[config.mk]
export PLATFORM = sky130hd
export DESIGN_NAME = dbg_cap_src_mux
export DESIGN_NICKNAME = d
export VERILOG_FILES = /design/src/rtl/dbg_cap_src_mux.sv
export SDC_FILE = /design/constraint.sdc
export NUM_CORES = 1
export LEC_CHECK = 0
export BUFFER_PORTS_ARGS = -buffer_cell sky130_fd_sc_hd__buf_2
export CORE_AREA = 2 2 156 158
export CTS_BUF_LIST = sky130_fd_sc_hd__clkbuf_8
export CTS_CLUSTER_DIAMETER = 30
export DETAILED_ROUTE_END_ITERATION = 10
export DIE_AREA = 0 0 158 160
export PLACE_DENSITY = 0.56
export RECOVER_POWER = 50
export SLEW_MARGIN = 20
export SYNTH_ARGS = -nofsm -noshare
export SYNTH_HDL_FRONTEND = slang
export SYNTH_SLANG_ARGS = --single-unit
[constraint.sdc]
create_clock -name clk -period 10.83 [get_ports clk]
set_clock_uncertainty 0.15 [all_clocks]
set_input_delay 0.5415 -clock clk [delete_from_list [all_inputs] [get_ports clk]]
set_output_delay 0.5415 -clock clk [all_outputs]
set_load 0.01 [all_outputs]
[src/rtl/dbg_cap_src_mux.sv]
// dbg_cap_src_mux
// Debug capture source selector for the ADC capture debug path. One of
// NUM_SRC packed debug buses is picked by capture_mode. Its samples go through
// an input register stage, an optional change-only filter and a 1-in-(N+1)
// decimator, and then into a 2-entry output FIFO.
//
// Ports:
//   clk          capture clock, rising edge
//   rst          asynchronous active-high reset
//   capture_mode 0 = off, k in 1..NUM_SRC selects source k-1, others = off
//   cfg_chg_only drop samples equal to the last one that passed the change filter
//   cfg_decim    keep 1 of every cfg_decim+1 samples that pass the change filter
//   src_data     packed sources, source i at [i*DATA_W +: DATA_W]
//   src_vld      per-source sample strobe
//   cap_data     head of the output FIFO (registered)
//   cap_data_vld cap_data holds a sample (registered)
//   cap_data_rdy consumer ready
//   cap_mode_vld a valid source is selected and the block has settled
//   cap_ovf      sticky flag: a qualified sample was dropped on a full FIFO
//   cap_drop_cnt saturating count of dropped qualified samples
//
// Handshake: a sample transfers on a rising edge where cap_data_vld and
// cap_data_rdy are both 1. While cap_data_vld is 1 and cap_data_rdy is 0,
// cap_data and cap_data_vld hold their values. cap_data_vld does not depend
// combinationally on cap_data_rdy.
//
// A change of capture_mode (flush) clears the pipeline, FIFO, filter history,
// decimation phase and drop statistics. The cfg_* inputs take effect
// immediately and never cause a flush.

`timescale 1ns/1ps

module dbg_cap_src_mux #(
  parameter int NUM_SRC = 4,
  parameter int DATA_W  = 32,
  parameter int MODE_W  = 4,
  parameter int CNT_W   = 16
) (
  input  logic                      clk,
  input  logic                      rst,
  input  logic [MODE_W-1:0]         capture_mode,
  input  logic                      cfg_chg_only,
  input  logic [7:0]                cfg_decim,
  input  logic [NUM_SRC*DATA_W-1:0] src_data,
  input  logic [NUM_SRC-1:0]        src_vld,
  output logic [DATA_W-1:0]         cap_data,
  output logic                      cap_data_vld,
  input  logic                      cap_data_rdy,
  output logic                      cap_mode_vld,
  output logic                      cap_ovf,
  output logic [CNT_W-1:0]          cap_drop_cnt
);

  logic [MODE_W-1:0] mode_q;
  logic              flush;
  logic              mode_ok;

  logic              sel_vld;
  logic [DATA_W-1:0] sel_data;

  logic              stg_vld;
  logic [DATA_W-1:0] stg_data;

  logic              have_last;
  logic [DATA_W-1:0] last_data;
  logic [7:0]        dec_cnt;

  // Two-entry FIFO: the head register drives the outputs directly.
  logic              head_vld;
  logic [DATA_W-1:0] head_data;
  logic              tail_vld;
  logic [DATA_W-1:0] tail_data;

  logic              chg_drop;
  logic              pass_chg;
  logic              qual;
  logic              pop;
  logic              wr;
  logic              drop;

  assign flush   = (capture_mode != mode_q);
  assign mode_ok = (mode_q != '0) && (mode_q <= MODE_W'(NUM_SRC));

  // Source select. It is keyed on the registered mode, so a mode change
  // cannot reach stage 1 before the flush has taken effect.
  always_comb begin
    sel_vld  = 1'b0;
    sel_data = '0;
    for (int i = 0; i < NUM_SRC; i++) begin
      if (mode_q == MODE_W'(i + 1)) begin
        sel_vld  = src_vld[i];
        sel_data = src_data[i*DATA_W +: DATA_W];
      end
    end
  end

  // Qualification of the sample held in stage 1.
  assign chg_drop = cfg_chg_only && have_last && (stg_data == last_data);
  assign pass_chg = stg_vld && !chg_drop;
  assign qual     = pass_chg && (dec_cnt == 8'd0);

  // A full FIFO still accepts a write when the head is popped on the same edge.
  assign pop  = head_vld && cap_data_rdy;
  assign wr   = qual && (!tail_vld || pop);
  assign drop = qual && tail_vld && !pop;

  always_ff @(posedge clk or posedge rst) begin
    if (rst) begin
      mode_q       <= '0;
      cap_mode_vld <= 1'b0;
      stg_vld      <= 1'b0;
      stg_data     <= '0;
      have_last    <= 1'b0;
      last_data    <= '0;
      dec_cnt      <= 8'd0;
      head_vld     <= 1'b0;
      head_data    <= '0;
      tail_vld     <= 1'b0;
      tail_data    <= '0;
      cap_ovf      <= 1'b0;
      cap_drop_cnt <= '0;
    end else if (flush) begin
      mode_q       <= capture_mode;
      cap_mode_vld <= 1'b0;
      stg_vld      <= 1'b0;
      have_last    <= 1'b0;
      dec_cnt      <= 8'd0;
      head_vld     <= 1'b0;
      tail_vld     <= 1'b0;
      cap_ovf      <= 1'b0;
      cap_drop_cnt <= '0;
    end else begin
      cap_mode_vld <= mode_ok;
      stg_vld      <= mode_ok && sel_vld;
      stg_data     <= sel_data;

      if (pass_chg) begin
        last_data <= stg_data;
        have_last <= 1'b1;
        dec_cnt   <= (dec_cnt == 8'd0) ? cfg_decim : dec_cnt - 8'd1;
      end

      case ({pop, wr})
        2'b11: begin
          if (tail_vld) begin
            head_data <= tail_data;
            tail_data <= stg_data;
          end else begin
            head_data <= stg_data;
          end
        end
        2'b10: begin
          if (tail_vld) head_data <= tail_data;
          head_vld <= tail_vld;
          tail_vld <= 1'b0;
        end
        2'b01: begin
          if (!head_vld) begin
            head_data <= stg_data;
            head_vld  <= 1'b1;
          end else begin
            tail_data <= stg_data;
            tail_vld  <= 1'b1;
          end
        end
        default: ;
      endcase

      if (drop) begin
        cap_ovf <= 1'b1;
        if (cap_drop_cnt != {CNT_W{1'b1}}) cap_drop_cnt <= cap_drop_cnt + CNT_W'(1);
      end
    end
  end

  assign cap_data     = head_data;
  assign cap_data_vld = head_vld;

endmodule

After elaboration in Yosys (flattened, before gate mapping)
Index checks and enable logic that the tools add are counted.
Word-level totals
  bits in latches: 0
  output and inout port bits: 51
  input port bits: 148
  memory bits (read-only): 0
  memories kept: 0
  bits in registers: 162
  memory bits (writable): 0
  logic and storage cells: 91
Operators by class
  add/sub/neg operators: 2
  div/mod/pow operators: 0
  reduce and logical (&&, ||, !) cells: 27
  bitwise operators: 1
  multiply operators: 0
  order comparisons: 1
  multiplexer cells: 32
  shift operators: 0
  equal/unequal tests: 15
Operators by type and width (number)
  32-bit 2-to-1 mux: 9
  32-bit one-hot mux with 3 select lines: 1
  32-bit one-hot mux with 2 select lines: 1
  16-bit 2-to-1 mux: 3
  32-bit == test: 1
  8-bit 2-to-1 mux: 3
  16-bit by 1-bit adder with 16-bit output (second input constant): 1
  16-bit != test (second input constant): 1
  1-bit 2-to-1 mux: 13
  1-bit logical AND: 10
  4-bit by 2-bit == test with 1-bit output (second input constant): 2
  8-bit zero test: 1
  2-bit != test (second input constant): 4
  4-bit AND reduction: 2
  2-bit nonzero test: 4
  8-bit by 1-bit subtractor with 8-bit output (second input constant): 1
  2-bit AND reduction: 3
  3-bit nonzero test: 2
  2-bit == test (second input constant): 2
  4-bit by 1-bit == test with 1-bit output (second input constant): 1
  4-bit by 3-bit == test with 1-bit output (second input constant): 1
  4-bit by 3-bit <= comparator with 1-bit output (second input constant): 1
  4-bit != test: 1
  1-bit one-hot mux with 2 select lines: 2
  other kinds (6): 8

Depth between registers and ports, before layout
Gate-level depths: netlist (run 1).
  word-level depth: 9
  depth in mapped cells: 12
  depth with buffers taken out: 10

Worst setup path before layout (run 1)
No wires, ideal clock.
  kind: reg-to-reg
  from: register stg_data[9]
  to: register head_data[0], in the netlist cap_data[0]
  buffers on the path: 2
  path slack: 7329 ps
  period minus slack after synthesis: 3501 ps
  arrival time: 3224 ps
  required time: 10552 ps
  cell stages (with the launch flop): 12
  setup time: 128 ps
  path through: dfrtp_1 -> xnor2_1 -> nand4_1 -> or4_4 -> o31ai_4 -> clkbuf_1 -> nor3_1 -> ha_1 -> mux2_2 -> clkbuf_1 -> a22o_1 -> mux2_1
On the way
  longest elaborated chain between the ends: 9
  elaborated cells between the ends (all ways): 14
  those cells by class: eq/ne: 6; mux: 1; reduce/logical: 7
RTL lines
  start, declared: RTL line 62  | logic [DATA_W-1:0] stg_data;
  start signal, assigned: RTL line 135  | stg_data <= sel_data;
  32-bit == test (*): RTL line 98  | assign chg_drop = cfg_chg_only && have_last && (stg_data == last_data);
  1-bit logical AND (*): RTL line 98
  1-bit zero test (*): RTL line 99  | assign pass_chg = stg_vld && !chg_drop;
  1-bit logical AND (*): RTL line 99
  1-bit logical AND (*): RTL line 100  | assign qual = pass_chg && (dec_cnt == 8'd0);
  1-bit logical AND (*): RTL line 104  | assign wr = qual && (!tail_vld || pop);
  2-bit == test or 2-bit by 1-bit == test with 1-bit output (tied branches): RTL line 143  | case ({pop, wr})
  2-bit != test (no source line) or 3-bit nonzero test (tied branches)
  4-bit AND reduction (no source line)
  end signal, assigned: RTL line 146  | head_data <= tail_data;
  end signal, assigned: RTL line 149  | head_data <= stg_data;
  end signal, assigned: RTL line 153  | if (tail_vld) head_data <= tail_data;
  end, declared: RTL line 70  | logic [DATA_W-1:0] head_data;
Mark *: on every way between the ends. The rest lies on a longest branch, timed or not.
A chain may end at the register's enable or synchronous reset.

==> results of run 1 <==
[layout by cell type, fill, tap and decap left out, drive strengths merged, types with 2 or more instances in the layout]
| cell | count |
|---|---|
| a211oi | 4 |
| clkbuf | 77 |
| nand4 | 11 |
| inv | 11 |
| a22o | 32 |
| buf | 152 |
| or4 | 10 |
| o311ai | 2 |
| nor3 | 7 |
| dfrtp | 162 |
| nand2 | 86 |
| xor2 | 20 |
| and3 | 4 |
| nand2b | 4 |
| mux2 | 97 |
| or3 | 3 |
| nor2 | 51 |
| nor3b | 2 |
| nor2b | 2 |
| clkinv | 4 |
| nor4 | 5 |
| ha | 5 |
| xnor2 | 17 |
| o211ai | 2 |
| a21oi | 87 |
| nand3 | 13 |
| o41ai | 3 |
| clkinvlp | 3 |
| a41o | 2 |
| o31ai | 12 |
| o2111ai | 2 |
| and4 | 4 |
| a31oi | 3 |
| bufinv | 2 |
| o21ai | 76 |
[sequential cells by signal, indices dropped and copies added (netlist names)]
| signal | cells |
|---|---|
| cap_data | 32 |
| cap_data_vld | 1 |
| cap_drop_cnt | 16 |
| cap_mode_vld | 1 |
| cap_ovf | 1 |
| dec_cnt | 8 |
| have_last | 1 |
| last_data | 32 |
| mode_q | 4 |
| stg_data | 32 |
| stg_vld | 1 |
| tail_data | 32 |
| tail_vld | 1 |
[per-stage QoR]
stage / total power, W / instances / util, % / setup WS, ns / area, µm²
6_report: 0.00131 / 1307 / 41.1 / 4.58 / 9800
5_1_grt: 0.00138 / 1306 / 41.1 / 3.28 / 9800
4_1_cts: 0.00132 / 1306 / 41.4 / 6.50 / 9870
3_5_place_dp: 0.000869 / 1274 / 39.7 / 6.52 / 9470
3_3_place_gp: 0.000865 / 1274 / 39.7 / 6.61 / 9470
2_1_floorplan: 0.000791 / 797 / - / 5.76 / 8150
[logic make-up after synthesis]
| kind of cell | Yosys count | share of synthesized area (%) |
|---|---|---|
| simple gates | 203 | 11.7 |
| compound gates | 229 | 17.3 |
| flops | 162 | 49.7 |
| mux | 97 | 13.4 |
| fa+ha+maj | 5 | 0.768 |
| buf+inv | 64 | 3.18 |
| xor+xnor | 37 | 3.98 |
[layout make-up]
class | instances | area [µm²]
tap | 324 | 405
fill | 2472 | 14000
antenna | 1 | 2.50
inverter | 8 | 31.3
multi-input combinational | 571 | 3910
clock inverter | 12 | 131
clock buffer | 20 | 275
timing repair buffer | 209 | 997
sequential | 162 | 4050
[where the power goes]
| part | internal, W | switching, W |
|---|---|---|
| Sequential | 0.000634 | 0.0000472 |
| Clock | 0.000224 | 0.000228 |
| Combinational | 0.0000820 | 0.0000907 |
[synth_stat cells, types with 2 or more instances]
cell / number
nor2b_1: 2
xor2_1: 20
mux2_1: 33
ha_1: 5
buf_2: 11
nand2b_1: 4
or4_1: 9
clkbuf_1: 42
o31ai_1: 11
o2111ai_1: 2
a211oi_1: 4
nor2_1: 51
nor3_1: 6
and4_1: 4
mux2_2: 64
nor4_1: 5
nand4_1: 10
o311ai_0: 2
a31oi_1: 3
nand3_1: 13
o21ai_0: 75
inv_1: 8
and3_1: 4
a21oi_1: 86
or3_1: 3
nand2_1: 85
o211ai_1: 2
dfrtp_1: 162
xnor2_1: 17
nor3b_1: 2
a22o_1: 32
o41ai_1: 3
[worst paths after layout]
path	endpoint	from	slack, ns	cells after the start
worst max-delay path	stg_data[18]	rst	4.58	3
min in group asynchronous	stg_data[6]	rst	1.10	2
worst min register to register	cap_data[3]	cap_data[3]	0.35	1
worst min-delay path	mode_q[3]	capture_mode[3]	0.08	1
max in group clk	cap_data[1]	stg_data[21]	6.54	9
worst max register to register	cap_data[1]	stg_data[21]	6.54	9
[metal layers]
layer  wire length (µm)  share of wire (%)  global-route usage [%]  up-vias
li1                   -                  -                       -     3212
met1              10400                 47                    25.1     3138
met5                  0                  0                       0        -
met4                284                1.3                    4.38        0
met3                963                4.3                    3.61       19
met2              10500                 48                    28.4      161
[worst reg2reg max path: cells and delay by family (launching register included)]
family          cells  cell delay, ns
compound gates      2            0.96
xor+xnor            1            0.18
fa+ha+maj           1            0.42
flops               1            0.44
mux                 2            0.93
simple gates        3            1.09
==> impl_metrics.toml, run 1 <==
[synthesis]
ys_warn_count = 0
syn_nets = 950
synth-edff-count = 0
synth_ff_type = "dfrtp_1"
synth_area_leaders = "dfrtp_1, mux2_2, a21oi_1, o21ai_0, mux2_1"
ys_ff_latch = 162
ys_seq_area_share_pct = 49.7
yosys.area.top_type_share_pct = 49.7
netlist_instances = 797
synth_cell_types = 49
syn-mean-instance-area_um2 = 10.2
netlist_area_um2 = 8150
yosysTopAreaCell = "dfrtp_1"
synthArstFlopShare_pct = 100

[die]
dieArea_um2 = 25300
die_x_um = 158
die_h_um = 160
initial_core_util_pct = 34.2
rows = 57
core_um2 = 23800
io_pins = 199

[global_route]
overflow = 0
grt_util_all_layers_pct = 17.9
grt_max_degree = 88
antenna_found_initial = 1
grt_pass1_vias = 6377
grt_pass1_wl_um = 35200

[cts]
insertion_delay_ns = 0.46
hold_buffers = 0
cts_resized = 0
root_buffer = "clkbuf_8"
cts_buffers = 17
cts_setup_buffers = 0
cts_buffer_depth = 2
clk_pin_slew_worst_paths_ns = 0.08
clock_sinks = 162
cts_tree = "yes"
cts.htree.levels = 4

[critical_path]
crit_buf_inv = 3
cp_top_family = "buffers and inverters"
end_kind = "async pin"
setup.worst_path.class = "in -> async"
slowest_stage = "clkbuf_1"
cp-start-kind = "input pin"
required_ns = 10.35
worstPathCellList = "buf_2 -> clkinvlp_2 -> clkbuf_1"
max_stage_delay_ns = 2.89
cp_max_fo = 87
crit_arrival_ns = 5.77

[routing]
route.detailed.drc = 0
wl_per_cell_um = 16.9
detail-route-antenna-nets = 0
routed_via_density = 5.00
vias = 6530
routed_wl_um = 22100
drt_iter0_markers = 274
drt_first_pass_iters = 6

[job]
cap_violations = 3

[sta]
fin_crit_sh_pct = 57.7
holdWs_ns = 0.0780
slew_headroom_pct = -165
slew_viol_final = 203
setup_violations = 0
fin_crit_ns = 6.25
finalHoldViolations = 0
rsz0062_at_grt = "false"
tightest_slew_ns = 3.96
max_freq_mhz = 160
setup_tns_ns = 0

[status]
violations = "capacitance limit, slew limit"
status = "complete, but fails checks"

[power]
irDropWorstVdd_uv = 66.8
p_per_area_nw_per_um2 = 133
p_leak_nw = 4.62

[final_layout]
areaGrowthSynthToFinish_pct = 20.3
layout-drive-gt1-share_pct = 26.9
fin_nets = 1122

[placement]
dp_hpwl_um = 15600
numPortBuffers = 198
gp_congestion = 0.793

[min_path]
hp-class = "in -> reg"
Note: power is estimated with default switching activity, not from simulation.
==> run 2, diff against run 1 <==
clock period = 6.5 ns   (was 10.83 ns; I/O delays follow)
==> impl_metrics.toml, run 2 (synthesized netlist as in run 1, its figures left out) <==
[die]
core_um2 = 23800
die_h_um = 160
io_pins = 199
initial_core_util_pct = 34.2
die_x_um = 158
dieArea_um2 = 25300
rows = 57

[critical_path]
cp_max_fo = 20
cp-start-kind = "register"
crit_arrival_ns = 4.71
required_ns = 6.70
end_kind = "register"
setup.worst_path.class = "reg -> reg"

[routing]
drt_iter0_markers = 300
drt_first_pass_iters = 4
wl_per_cell_um = 17.1
detail-route-antenna-nets = 0
vias = 6730
route.detailed.drc = 0
routed_wl_um = 22700
routed_via_density = 5.06

[cts]
cts_tree = "yes"
root_buffer = "clkbuf_8"
cts.htree.levels = 4
cts_buffers = 17
clk_pin_slew_worst_paths_ns = 0.09
insertion_delay_ns = 0.46
cts_buffer_depth = 2
clock_sinks = 162

[final_layout]
multiInputGateArea_um2 = 3910
fin_nets = 1144
final_common_cell = "dfrtp_1"
final_cell_mix = "dfrtp_1, buf_2, nand2_1, a21oi_1, o21ai_0"
seqCellArea_um2 = 4050
fin_cells = 1329
areaGrowthSynthToFinish_pct = 23.0
layout-drive-gt1-share_pct = 26.4
fill_cells = 2421

[sta]
setup_tns_ns = 0
finalHoldViolations = 0
slew_headroom_pct = -164
fin_crit_ns = 4.51
fin_crit_sh_pct = 69.4
slew_viol_final = 126
rsz0062_at_grt = "false"
setup_violations = 0
max_freq_mhz = 222
tightest_slew_ns = 3.94

[global_route]
grt_max_degree = 88
antenna_found_initial = 2
grt_util_all_layers_pct = 18.5
grt_pass1_vias = 6599
grt_pass1_wl_um = 36300
overflow = 0

[job]
cap_violations = 2

[placement]
numPortBuffers = 198
dp_hpwl_um = 15500
gp_congestion = 0.760
numPlacedInstances = 1274

[power]
p_leak_nw = 4.71
irDropWorstVdd_uv = 116
p_per_area_nw_per_um2 = 216

[status]
violations = "capacitance limit, slew limit"
status = "complete, but fails checks"

[min_path]
hp-class = "in -> reg"
## run 2: changes by cell type in the layout (fill, tap and decap cells not counted)
cell           change
clkbuf_1           -1
inv_8              +1
diode_2            +1
clkinvlp_4         +1
dlygate4sd3_1     +21
buf_4              +1
clkinv_2           +1
buf_16             +1
clkbuf_8           -2
clkinv_4           -2
## run 2: final cells by class
cell class,instances,area share (%)
clock inverters,13,1.37
flip-flops and latches,162,40.4
inverters,8,0.312
diodes,2,0.0499
multi-input cells,571,39.0
clock buffers,18,2.47
repair buffers,231,12.4
well taps,324,4.04
## run 2: timing repair
item,CTS,global route
hold buffers,21,0
endpoints found under the hold margin,106,0
setup buffers,0,0
gates resized for setup,0,0
## run 2: metal layers
layer,global-route usage (%),share of wire [%],vias up,wire length (µm)
met5,0,0,-,0
met4,5.16,1.0,0,231
met3,3.58,4.3,18,973
met2,30.0,48,176,11000
met1,25.3,46,3277,10500
li1,-,-,3259,-
## run 2: critical path: stages (launching register included)
cell and delay (ns):
dfrtp_1 0.43, xor2_1 0.18, nor4_1 0.57, nand4_1 0.30, o31ai_4 0.67, nor3_1 0.18, ha_1 0.34, a21oi_1 0.18
nand3_1 0.13, o21ai_4 0.47, buf_4 0.41, mux2_1 0.37
## run 2: worst paths after layout
check,startpoint,endpoint,slack (ns),cells after the start
setup reg to reg,stg_data[21],cap_data[28],1.99,11
max in group asynchronous,rst,last_data[19],2.58,4
min in group asynchronous,rst,cap_data[3],1.42,3
setup / recovery,stg_data[21],cap_data[28],1.99,11
hold / removal,src_data[119],stg_data[23],0.02,3
hold reg to reg,cap_data[2],cap_data[2],0.34,1
## run 2: metrics by stage
step	cell area, µm²	hold slack (ns)	utilization [%]	setup WS (ns)	power [W]
2_1_floorplan	8150	0.273	-	1.65	0.00132
3_3_place_gp	9470	0.309	39.7	2.03	0.00144
3_5_place_dp	9470	0.313	39.8	1.96	0.00145
4_1_cts	10100	0.000974	42.3	1.95	0.00219
5_1_grt	10000	0.0304	42.1	1.57	0.00228
6_report	10000	0.0235	42.1	1.99	0.00217
## run 2: where the power goes
part	internal, W	total [W]	switching [W]
registers	0.00106	0.00113	0.0000730
logic	0.000146	0.000302	0.000156
clock network	0.000350	0.000736	0.000386
total	0.00155	0.00217	0.000615
==> run 3, diff against run 2 <==
PLACE_DENSITY = 0.58   (was 0.56)
clock period = 3.95 ns   (was 6.5 ns; I/O delays follow)
==> impl_metrics.toml, run 3 (synthesized netlist as in run 1, its figures left out) <==
[status]
violations = "capacitance limit, slew limit"
status = "complete, but fails checks"

[global_route]
grt_pass1_wl_um = 36900
grt_max_degree = 94
overflow = 0
grt_util_all_layers_pct = 18.7
grt_pass1_vias = 6896
antenna_found_initial = 0

[sta]
setup_tns_ns = 0
max_freq_mhz = 278
finalHoldViolations = 0
tightest_slew_ns = 2.36
slew_viol_final = 164
setup_violations = 0
fin_crit_sh_pct = 91.0
rsz0062_at_grt = "false"
slew_headroom_pct = -57.6
fin_crit_ns = 3.59

[routing]
detail-route-antenna-nets = 0
drt_first_pass_iters = 4
wl_per_cell_um = 16.9
dr_wl_met3_um = 922
route.detailed.drc = 0
routed_via_density = 5.03
drt_iter0_markers = 385
top_layer = "met4"
wl_met1_um = 10300
routed_wl_um = 23200
vias = 6916
wl_met2_um = 11500

[power]
p_sw_share_pct = 28.4
p_per_area_nw_per_um2 = 342
sequentialPowerShare_pct = 51.9
irDropWorstVdd_uv = 209
pwr-share-clk_pct = 33.0
p_switching_w = 0.00102
combPwrFrac_pct = 15.1
p_int_w = 0.00257
p_leak_nw = 5.00

[cts]
clk_pin_slew_worst_paths_ns = 0.09
clock_sinks = 162
cts.htree.levels = 4
cts_tree = "yes"
insertion_delay_ns = 0.46
root_buffer = "clkbuf_8"
cts_buffer_depth = 2
cts_buffers = 17

[final_layout]
fill_cells = 2366
fin_nets = 1191
layout-drive-gt1-share_pct = 29.0
final_cell_mix = "buf_2, dfrtp_1, nand2_1, a21oi_1, o21ai_0"
areaGrowthSynthToFinish_pct = 28.6
fin_cells = 1374
n_antenna_cell = 0
multiInputGateArea_um2 = 3900
stdcell_area_um2 = 10500
final_common_cell = "buf_2"
seqCellArea_um2 = 4050

[critical_path]
setup.worst_path.class = "reg -> reg"
reg2reg_to = "cap_data[8]"
worstReg2RegStart = "stg_data[17]"
reg2reg_depth = 12
critPathCapture = "cap_data[8]"
required_ns = 4.13
end_kind = "register"
r2r_setup_slack_ns = 0.36
cp_max_fo = 22
cp-start-kind = "register"
slowest_stage = "dfrtp_1"
max_stage_delay_ns = 0.44
worstPathCellList = "xor2_1 -> nor4_1 -> buf_4 -> nand4_1 -> o31ai_4 -> nor3_1 -> ha_1 -> a21oi_1 -> nand3_1 -> o21ai_4 -> buf_4 -> mux2_1"
crit_path_frequent_cell = "buf_4"
startpoint = "stg_data[17]"
crit_arrival_ns = 3.78

[placement]
gp_congestion = 0.767
numPlacedInstances = 1283
numPortBuffers = 198
dp_hpwl_um = 15700
place_area_um2 = 9560

[min_path]
hp-class = "in -> reg"

[die]
io_pins = 199
rows = 57
core_um2 = 23800
die_h_um = 160
initial_core_util_pct = 34.2
dieArea_um2 = 25300
die_x_um = 158

[job]
cap_violations = 2
## run 3: how the worst min path moves through the flow
stage	startpoint	to	slack (ns)	depth (start not counted)
final	src_data[35]	stg_data[3]	0.03	5
after global routing	src_data[39]	stg_data[7]	0.04	5
after CTS	src_data[60]	stg_data[28]	0.002	5
after detailed placement	capture_mode[2]	mode_q[2]	0.18	1
after global placement	capture_mode[2]	mode_q[2]	0.18	1
after floorplan	capture_mode[0]	mode_q[0]	0.15	1
## run 3: final cells by class
| type | instances | area share [%] |
|---|---|---|
| sequential | 162 | 38.7 |
| multi-input combinational | 571 | 37.2 |
| timing repair buffer | 278 | 16.3 |
| tap | 324 | 3.87 |
| clock buffer | 20 | 2.63 |
| clock inverter | 11 | 1.00 |
| inverter | 8 | 0.299 |
## run 3: power by group through the flow
| stage | registers (W) | logic [W] | clock network (W) |
|---|---|---|---|
| 6_report | 0.00186 | 0.000541 | 0.00119 |
| 4_1_cts | 0.00186 | 0.000554 | 0.00122 |
| 2_1_floorplan | 0.00185 | 0.000314 | 0 |
| 3_3_place_gp | 0.00189 | 0.000497 | 0 |
| 3_5_place_dp | 0.00190 | 0.000501 | 0 |
| 5_1_grt | 0.00188 | 0.000612 | 0.00129 |
## run 3: what timing repair did
action / CTS / global route
setup buffers: 0 / 0
hold endpoints to repair: 207 / 0
setup endpoints to repair: 0 / 9
gates resized for setup: 0 / 1
hold buffers: 60 / 0
## run 3: per-layer routing
metal,vias up,global-route usage [%]
met5,-,0
met4,0,5.12
met3,21,3.61
met2,183,31.7
met1,3376,24.4
li1,3336,-
## run 3: worst max-delay path, delay by kind of cell, from the launching register on
kind | cells | cell delay, ns
AO/OA/AOI/OAI | 3 | 0.59
XOR/XNOR | 1 | 0.18
adder cells (fa/ha/maj) | 1 | 0.33
buffers and inverters | 2 | 0.55
flip-flops | 1 | 0.44
multiplexers | 1 | 0.37
AND/OR/NAND/NOR | 4 | 0.85
## run 3: through the flow
step / util, % / total power (W) / setup WS, ns / hold WS, ns
floorplan: - / 0.00217 / 0.449 / 0.145
global placement: 40.1 / 0.00239 / 0.312 / 0.183
detailed placement: 40.1 / 0.00240 / 0.230 / 0.183
CTS: 44.2 / 0.00364 / 0.193 / 0.00197
global route: 44.0 / 0.00378 / 0.0737 / 0.0422
finish: 44.0 / 0.00359 / 0.357 / 0.0311
